[src/rtl/hazard_unit.sv]
// hazard_unit: stall and operand-forwarding control, driven by shadow E/M/W slots
// that track which register each in-flight instruction writes and when its value exists.
module hazard_unit (
    input  logic        clk,
    input  logic        reset,
    input  logic [4:0]  D_rs,
    input  logic [4:0]  D_rt,
    input  logic [2:0]  D_Tuse_rs,
    input  logic [2:0]  D_Tuse_rt,
    input  logic [4:0]  D_A3,
    input  logic [2:0]  D_Tnew,
    output logic        stall,
    output logic [1:0]  D_fwd_rs,
    output logic [1:0]  D_fwd_rt,
    output logic [1:0]  E_fwd_rs,
    output logic [1:0]  E_fwd_rt,
    output logic [15:0] stall_cnt
);
    typedef struct packed {
        logic [4:0] a3;
        logic [2:0] tnew;
    } prod_t;

    // M and W only keep the fields anything downstream still reads
    logic [4:0] e_rs, e_rt, w_a3;
    prod_t      e, m;

    function automatic prod_t age(input prod_t p);
        age      = p;
        age.tnew = p.tnew == 3'd0 ? 3'd0 : p.tnew - 3'd1;
    endfunction

    function automatic logic hit(input logic [4:0] r, input logic [2:0] tuse, input prod_t p);
        hit = r != 5'd0 && p.a3 == r && p.tnew > tuse;
    endfunction

    function automatic logic [1:0] d_sel(input logic [4:0] r, input prod_t pe, input prod_t pm,
                                         input logic [4:0] wa);
        d_sel = r == 5'd0                        ? 2'd0 :
                (pe.a3 == r && pe.tnew == 3'd0) ? 2'd1 :
                (pm.a3 == r && pm.tnew == 3'd0) ? 2'd2 :
                wa == r                          ? 2'd3 : 2'd0;
    endfunction

    function automatic logic [1:0] e_sel(input logic [4:0] r, input prod_t pm, input logic [4:0] wa);
        e_sel = r == 5'd0                        ? 2'd0 :
                (pm.a3 == r && pm.tnew == 3'd0) ? 2'd1 :
                wa == r                          ? 2'd2 : 2'd0;
    endfunction

    // reset gates everything so a stall drops without waiting for the slots to clear
    assign stall    = !reset && (hit(D_rs, D_Tuse_rs, e) || hit(D_rs, D_Tuse_rs, m) ||
                                 hit(D_rt, D_Tuse_rt, e) || hit(D_rt, D_Tuse_rt, m));
    assign D_fwd_rs = reset ? 2'd0 : d_sel(D_rs, e, m, w_a3);
    assign D_fwd_rt = reset ? 2'd0 : d_sel(D_rt, e, m, w_a3);
    assign E_fwd_rs = reset ? 2'd0 : e_sel(e_rs, m, w_a3);
    assign E_fwd_rt = reset ? 2'd0 : e_sel(e_rt, m, w_a3);

    always_ff @(posedge clk or posedge reset) begin
        if (reset) begin
            e_rs      <= '0;
            e_rt      <= '0;
            e         <= '0;
            m         <= '0;
            w_a3      <= '0;
            stall_cnt <= '0;
        end else begin
            e_rs      <= stall ? 5'd0 : D_rs;
            e_rt      <= stall ? 5'd0 : D_rt;
            e         <= stall ? '0 : {D_A3, D_Tnew};
            m         <= age(e);
            w_a3      <= m.a3;
            if (stall && stall_cnt != 16'hFFFF)
                stall_cnt <= stall_cnt + 16'd1;
        end
    end
endmodule

[config.mk]
export PLATFORM = sky130hd
export DESIGN_NAME = hazard_unit
export DESIGN_NICKNAME = d
export VERILOG_FILES = /design/src/rtl/hazard_unit.sv
export SDC_FILE = /design/constraint.sdc
export NUM_CORES = 1
export LEC_CHECK = 0
export ABC_AREA = 0
export CAP_MARGIN = 0
export CORE_MARGIN = 2
export CORE_UTILIZATION = 50
export CTS_CLUSTER_SIZE = 8
export DETAILED_ROUTE_END_ITERATION = 8
export PLACE_DENSITY = 0.8
export SLEW_MARGIN = 0
export SYNTH_ARGS = -nofsm -noshare
export SYNTH_HDL_FRONTEND = slang
export SYNTH_SLANG_ARGS = --single-unit
[constraint.sdc]
create_clock -name clk -period 7.4 [get_ports clk]
set_clock_uncertainty 0.1 [all_clocks]
set_input_delay 1.11 -clock clk [delete_from_list [all_inputs] [get_ports clk]]
set_output_delay 1.11 -clock clk [all_outputs]
set_load 0.005 [all_outputs]
Word level (Yosys, flattened, before mapping):

Cells that the tools add are included.

* bits in registers: 47
* latch bits: 0
* bits in writable memories: 0
* ROM bits: 0
* bits of input ports: 26
* output and inout bits: 25
* word-level logic and storage cells: 75
* memories: 0

* $add $sub $neg: 2
* $mul: 0
* div/mod/pow operators: 0
* magnitude comparators: 4
* equal/unequal tests: 11
* shift operators: 0
* muxes and demuxes: 22
* bitwise gates (word level): 0
* reduce and logical (&&, ||, !) cells: 28

Operator list (number)
* 5-bit == test: 10
* 2-bit 2-to-1 mux: 18
* 5-bit zero test: 4
* 16-bit by 1-bit adder with 16-bit output (second input constant): 1
* 1-bit logical AND: 16
* 16-bit inequality test (second input constant): 1
* 3-bit > comparator: 4
* 5-bit 2-to-1 mux: 2
* 5-bit nonzero test: 2
* 8-bit 2-to-1 mux: 1
* 3-bit zero test: 2
* 1-bit logical OR: 3
* 3-bit 2-to-1 mux: 1
* 3-bit by 1-bit subtractor with 3-bit output (second input constant): 1
* 1-bit zero test: 1

Logic depth before layout (Yosys ltp):

Gate-level depths: netlist of the first run.

* depth in word-level cells: 8
* depth in mapped cells: 10
* mapped depth without buffers: 9

Least setup slack after synthesis of the first run:

Ideal clock, no wire load.

* kind: in2out
* from: input port reset
* to: output port stall
* arrival time: 3.268 ns
* data required time: 6.190 ns
* setup slack: 2.922 ns
* stages: 8
* path buffers: 2
* path through: inv_1 -> o21ai_1 -> nor3_1 -> a22o_1 -> a211oi_4 -> buf_6 -> buf_2 -> inv_1

* longest elaborated chain between the ends: 2

RTL lines
* start, declared: RTL line 5 `input logic reset,`
* 1-bit zero test (no source line)
* 1-bit logical AND: RTL line 52 `assign stall = !reset && (hit(D_rs, D_Tuse_rs, e) || hit(D_rs, D_Tuse_rs, m) ||`
* end, declared: RTL line 12 `output logic stall,`

Every way passes these cells.

Worst setup path in the final report of the first run:

Same ends and word-level chain as after synthesis.

==> results of run 1 <==
state kept, by name, indices dropped and copies added, names as in the netlist:
name       count
w_a3           5
e_rs           5
e              8
m              8
e_rt           5
stall_cnt     16
final timing paths:
kind	endpoint	slack, ns
min in group asynchronous	e[7]$_DFF_PP0_	1.26
worst max register to register	stall_cnt[14]$_DFFE_PP0P_	4.65
max in group asynchronous	e_rs[0]$_DFF_PP0_	5.32
worst min-delay path	m[5]$_DFF_PP0_	0.35
worst max-delay path	stall	2.29
worst min register to register	m[5]$_DFF_PP0_	0.35
layer usage:
metal / global-route usage [%] / share of wire [%] / up-vias
met5: 0 / 0 / -
met4: 7.89 / 2.6 / 0
met3: 4.30 / 4.4 / 13
met2: 34.5 / 48 / 49
met1: 26.6 / 45 / 1009
li1: - / - / 1010
cell families after synthesis:
| group | count (synthesis) | synth area share (%) |
|---|---|---|
| AO/OA/AOI/OAI | 21 | 5.58 |
| XOR/XNOR | 63 | 20.2 |
| adder cells (fa/ha/maj) | 15 | 6.86 |
| buffers and inverters | 19 | 2.93 |
| flip-flops | 47 | 43.0 |
| multiplexers | 3 | 1.23 |
| AND/OR/NAND/NOR | 95 | 20.3 |
stage by stage:
stage                     hold WS, ns  setup slack [ns]  instance area (um^2)
after floorplan                 0.252              2.92                  2740
after CTS                       0.350              2.24                  3390
after detailed placement        0.334              2.23                  3300
after global routing            0.379              1.93                  3390
final                           0.346              2.29                  3390
after global placement          0.331              2.34                  3300
power by group through the flow:
stage	Clock [uW]	Sequential [uW]	Combinational, uW
6_report	147	300	111
5_1_grt	165	303	126
4_1_cts	150	300	112
3_5_place_dp	0	305	112
3_3_place_gp	0	304	108
2_1_floorplan	0	299	66.5
cell type report:
class                   count  share of cell area (%)
flip-flops and latches     47                    34.7
well taps                  70                    2.58
multi-input cells         197                    43.7
inverters                  14                    1.55
clock inverters             3                   0.443
repair buffers             51                    15.0
clock buffers               5                    2.03
cell usage after synthesis (4+ instances only):
cell type	n	share of area, %
inv_1	14	1.9
nor3_1	12	2.2
nand3_1	12	2.2
nand2_1	11	1.5
nand4_1	5	1.1
nor4b_1	4	1.3
nor2_1	7	0.96
ha_1	15	6.9
o21ai_0	5	0.91
a21oi_1	4	0.73
and2_1	20	4.6
nor4_1	4	0.91
xnor2_1	22	7.0
and3_1	5	1.1
dfrtp_1	47	43
xor2_1	41	13
or4_1	6	1.6
worst max-delay path, delay by kind of cell:
kind	cells	cell delay, ns
buffers and inverters	5	1.96
AOI/OAI and AO/OA	3	0.51
and+or+nand+nor	1	0.28
==> reports/qor.csv, run 1 <==
stage,metric,value,unit
outcome,status,finished clean,
critical_path,Critical Path Start Type,input port,
global_route,GR Util All Layers,20.7,%
power,switching pwr,156,uW
clock_tree,clk_lat worst skew,0.30,ns
placement,Port Buffers,50,
clock_tree,Post-CTS Hold Buffers,0,
critical_path,crit path kind,in2out,
hold_path,Worst Hold Launch,e[5]$_DFF_PP0_,
clock_tree,# clock sinks,47,
synthesis,Main synth FF type,dfrtp_1,
routing,total wire length,5690,um
synthesis,Post-Syn Area,2740,um^2
critical_path,RR Startpoint,m[5]$_DFF_PP0_,
synthesis,Synth warnings,0,
clock_tree,CTS Buf Count,5,
power,clock power share,26.4,%
run,max-capacitance violation count,0,
global_route,first-pass GRT wire length,9900,um
sta,Max Slew Vio Count,0,
floorplanning,IO Count,51,
critical_path,Critical Path Fanout Max,51,
critical_path,Worst setup startpoint,reset,
floorplanning,Die Y,78.0,um
clock_tree,PostCTS Resize Cnt,0,
sta,Max Clock Freq,196,MHz
power,maximum vdd ir drop,0.0983,mV
power,overall power,558,uW
placement,dpl hpwl,4310,um
final_layout,"commonest non-fill, non-tap cell in the layout",clkdlybuf4s50_1,
routing,DR vias/cell,5.38,
power,leakage,0.00150,uW
routing,Pre-antenna DRT Iters,4,
clock_tree,CTS tree,yes,
global_route,vias in the first global route,2122,
clock_tree,Clock Pin Slew Worst Setup and Hold Paths,0.08,ns
floorplanning,row count,26,
synthesis,synthesized flop and latch total,47,
hold_path,HP Class,reg2reg,
sta,Worst-Margin Slew,0.994,ns
floorplanning,Initial Util,52.6,%
placement,Post-Place Cells,379,
power,Cell Int Power,402,uW
critical_path,Worst path slowest cell,inv_2,
sta,setup TNS,0,ns
synthesis,synth unique cells,38,
routing,DRC errors left,0,
synthesis,Mapped Nets,304,
clock_tree,"Setup Fix Bufs, Post-CTS",0,
floorplanning,Die Width,78.0,um
power,switch share,27.9,%
routing,routed len/inst,14.7,um
final_layout,post-layout util,65.1,%
synthesis,syn_area_per_cell,10.4,um^2
critical_path,Reg2Reg Depth,8,
final_layout,fillers,439,
final_layout,layout cells sized above 1,5.36,%
critical_path,Crit. End Element,output port,
synthesis,sequential-to-total area share from yosys stat,43.0,%
sta,final setup fails,0,
final_layout,fin cells,387,
synthesis,Mapped Cells,263,
clock_tree,clk root buf,clkbuf_8,
sta,Slew HR,33.7,%
sta,Final Critical Period,5.11,ns
critical_path,"Cell Chain, Critical Path",clkdlybuf4s50_1 > inv_2 > o21ai_1 > nor3_1 > a22o_1 > a211oi_4 > buf_4 > inv_1 > clkdlybuf4s50_1,
final_layout,Antenna diodes,0,
sta,final hold vios,0,
clock_tree,maximum clock insertion buffer count,2,
power,combinational cell fraction of total power,19.9,%
synthesis,fraction of registers with async set or reset after synthesis,100,%
floorplanning,die area,6080,um^2
critical_path,Max stage delay on crit path,0.72,ns
floorplanning,core outline area,5200,um^2
final_layout,area occupied by multi-input gates,1480,um^2
placement,gp weighted congestion,0.843,
clock_tree,H-tree Lvls,2,
final_layout,nets,357,
final_layout,Reg area,1180,um^2
power,pwr dens,165,nW/um^2
routing,post-route ant nets,0,
critical_path,CP required,6.19,ns
critical_path,Critical Path Most Common Cell,clkdlybuf4s50_1,
synthesis,"EDFF count, synth",0,
hold_path,hold path cells,0,
routing,First DRT Iteration DRCs,81,
global_route,GRT overflow,0,
sta,fin crit share,69.1,%
critical_path,Critical Path AT,3.90,ns
routing,routed vias,2081,
final_layout,most frequent cells in the layout,"clkdlybuf4s50_1, dfrtp_1, xor2_1, xnor2_1, and2_1",
power,sequential power share,53.7,%
global_route,largest net degree at the start of global routing,52,
sta,RSZ-0062 raised after global routing,no,
final_layout,Syn-to-layout area delta,23.8,%
global_route,antenna violations before repair,0,
No activity file was read; power rests on OpenSTA's default activity.
==> run 2: changes to the inputs <==
==> constraint.sdc (replaced) <==
create_clock -name clk -period 5 [get_ports clk]
set_clock_uncertainty 0.1 [all_clocks]
set_input_delay 0.75 -clock clk [delete_from_list [all_inputs] [get_ports clk]]
set_output_delay 0.75 -clock clk [all_outputs]
set_load 0.005 [all_outputs]
==> reports/qor.csv, run 2 (synthesized netlist as in run 1, its figures left out) <==
stage,metric,value,unit,change
placement,Post-Place Cells,380,,+0.26%
power,leakage,0.00150,uW,about the same
global_route,largest net degree at the start of global routing,34,,-35%
floorplanning,Die Width,78.0,um,unchanged
critical_path,crit path kind,in2out,,
global_route,GR Util All Layers,20.7,%,-0.041 points
critical_path,Critical Path Start Type,input port,,
placement,area after detailed placement,3310,um^2,+0.23%
sta,fin crit share,80.1,%,
final_layout,Syn-to-layout area delta,24.0,%,
clock_tree,H-tree Lvls,2,,unchanged
sta,setup TNS,0,ns,unchanged
critical_path,CP required,4.15,ns,-2.04 ns
sta,setup slack after layout,0.994,ns,-1.29 ns
critical_path,Critical Path AT,3.16,ns,-0.74 ns
clock_tree,"Setup Fix Bufs, Post-CTS",0,,unchanged
routing,DR vias/cell,5.30,,-1.4%
sta,Max Clock Freq,250,MHz,
routing,routed len/inst,14.9,um,+1.3%
final_layout,fin area,3390,um^2,+0.15%
clock_tree,Clock Pin Slew Worst Setup and Hold Paths,0.08,ns,about the same
clock_tree,CTS Buf Count,5,,unchanged
final_layout,fin cells,388,,+0.26%
outcome,status,finished clean,,
floorplanning,row count,26,,unchanged
power,pwr dens,243,nW/um^2,+48%
run,max-capacitance violation count,0,,unchanged
sta,final hold vios,0,,unchanged
clock_tree,CTS tree,yes,,
clock_tree,PostCTS Resize Cnt,0,,unchanged
final_layout,"commonest non-fill, non-tap cell in the layout",clkdlybuf4s50_1,,
global_route,vias in the first global route,2047,,-3.5%
final_layout,layout cells sized above 1,5.03,%,-0.33 points
floorplanning,IO Count,51,,unchanged
sta,Max Slew Vio Count,0,,unchanged
final_layout,area occupied by multi-input gates,1480,um^2,unchanged
final_layout,max reg flops,16,,unchanged
critical_path,Critical Path Fanout Max,5,,-90%
routing,routed vias,2058,,-1.1%
clock_tree,Post-CTS Hold Buffers,0,,unchanged
clock_tree,clk root buf,clkbuf_8,,
final_layout,fillers,427,,-2.7%
final_layout,nets,358,,+0.28%
hold_path,HP Class,reg2reg,,
sta,Slew HR,55.3,%,+22 points
global_route,GRT overflow,0,,unchanged
routing,total wire length,5780,um,+1.5%
final_layout,most frequent cells in the layout,"clkdlybuf4s50_1, dfrtp_1, xor2_1, xnor2_1, and2_1",,
routing,post-route ant nets,0,,unchanged
sta,RSZ-0062 raised after global routing,no,,
routing,Pre-antenna DRT Iters,4,,unchanged
critical_path,Crit. End Element,output port,,
placement,gp weighted congestion,0.866,,+2.7%
routing,First DRT Iteration DRCs,119,,+47%
final_layout,Antenna diodes,0,,unchanged
placement,Port Buffers,50,,unchanged
sta,Worst-Margin Slew,0.665,ns,-0.329 ns
final_layout,largest registers,"stall_cnt (16), e (8), m (8)",,
clock_tree,clk_lat worst skew,0.29,ns,about the same
final_layout,Reg area,1180,um^2,unchanged
floorplanning,Die Y,78.0,um,unchanged
global_route,antenna violations before repair,0,,unchanged
power,maximum vdd ir drop,0.165,mV,+68%
clock_tree,# clock sinks,47,,unchanged
clock_tree,maximum clock insertion buffer count,2,,unchanged
placement,pre-CTS setup slack,0.993,ns,-1.23 ns
final_layout,Largest Register,stall_cnt,,
floorplanning,core outline area,5200,um^2,unchanged
floorplanning,Initial Util,52.6,%,unchanged
sta,Final Critical Period,4.01,ns,
final_layout,post-layout util,65.2,%,+0.096 points
global_route,first-pass GRT wire length,9830,um,-0.77%
floorplanning,die area,6080,um^2,unchanged
routing,DRC errors left,0,,unchanged
placement,dpl hpwl,4310,um,about the same
sta,final setup fails,0,,unchanged
==> run 2: layout make-up <==
cell class	instances	area share, %
timing repair buffer	52	15.2
multi-input combinational	197	43.6
clock inverter	1	0.147
sequential	47	34.7
inverter	14	1.55
clock buffer	7	2.25
tap	70	2.58
==> run 2: final timing paths <==
check	start	end	slack [ns]	cells past startpoint
worst max-delay path	D_rs[0]	stall	0.99	8
worst min-delay path	e[3]$_DFF_PP0_	m[3]$_DFF_PP0_	0.37	0
worst max register to register	m[7]$_DFF_PP0_	stall_cnt[14]$_DFFE_PP0P_	2.36	8
worst min register to register	e[3]$_DFF_PP0_	m[3]$_DFF_PP0_	0.37	0
max in group asynchronous	reset	e[0]$_DFF_PP0_	3.40	3
min in group asynchronous	reset	stall_cnt[3]$_DFFE_PP0P_	0.65	2
==> run 2: routing by layer <==
layer,track usage [%],wire length [um]
met1,27.9,2640
met2,32.0,2700
met3,3.72,257
met4,10.4,173
met5,0,0
==> run 2: power breakdown <==
part	switching (uW)	internal [uW]
Clock	118	98.2
Sequential	37.3	407
Combinational	71.3	93.7
==> run 2: worst max-delay path, stage by stage <==
cell and delay (ns):
clkdlybuf4s50_1 0.53, or4_1 0.58, o21ai_2 0.22, nor3_1 0.09, a22o_1 0.26, a211oi_4 0.19
inv_1 0.08, clkdlybuf4s50_1 0.46
==> run 2: per-stage QoR <==
| stage | total power (uW) | hold slack [ns] |
|---|---|---|
| 2_1_floorplan | 540 | 0.252 |
| 6_report | 826 | 0.368 |
| 3_5_place_dp | 618 | 0.353 |
| 5_1_grt | 877 | 0.390 |
| 3_3_place_gp | 612 | 0.358 |
| 4_1_cts | 838 | 0.371 |
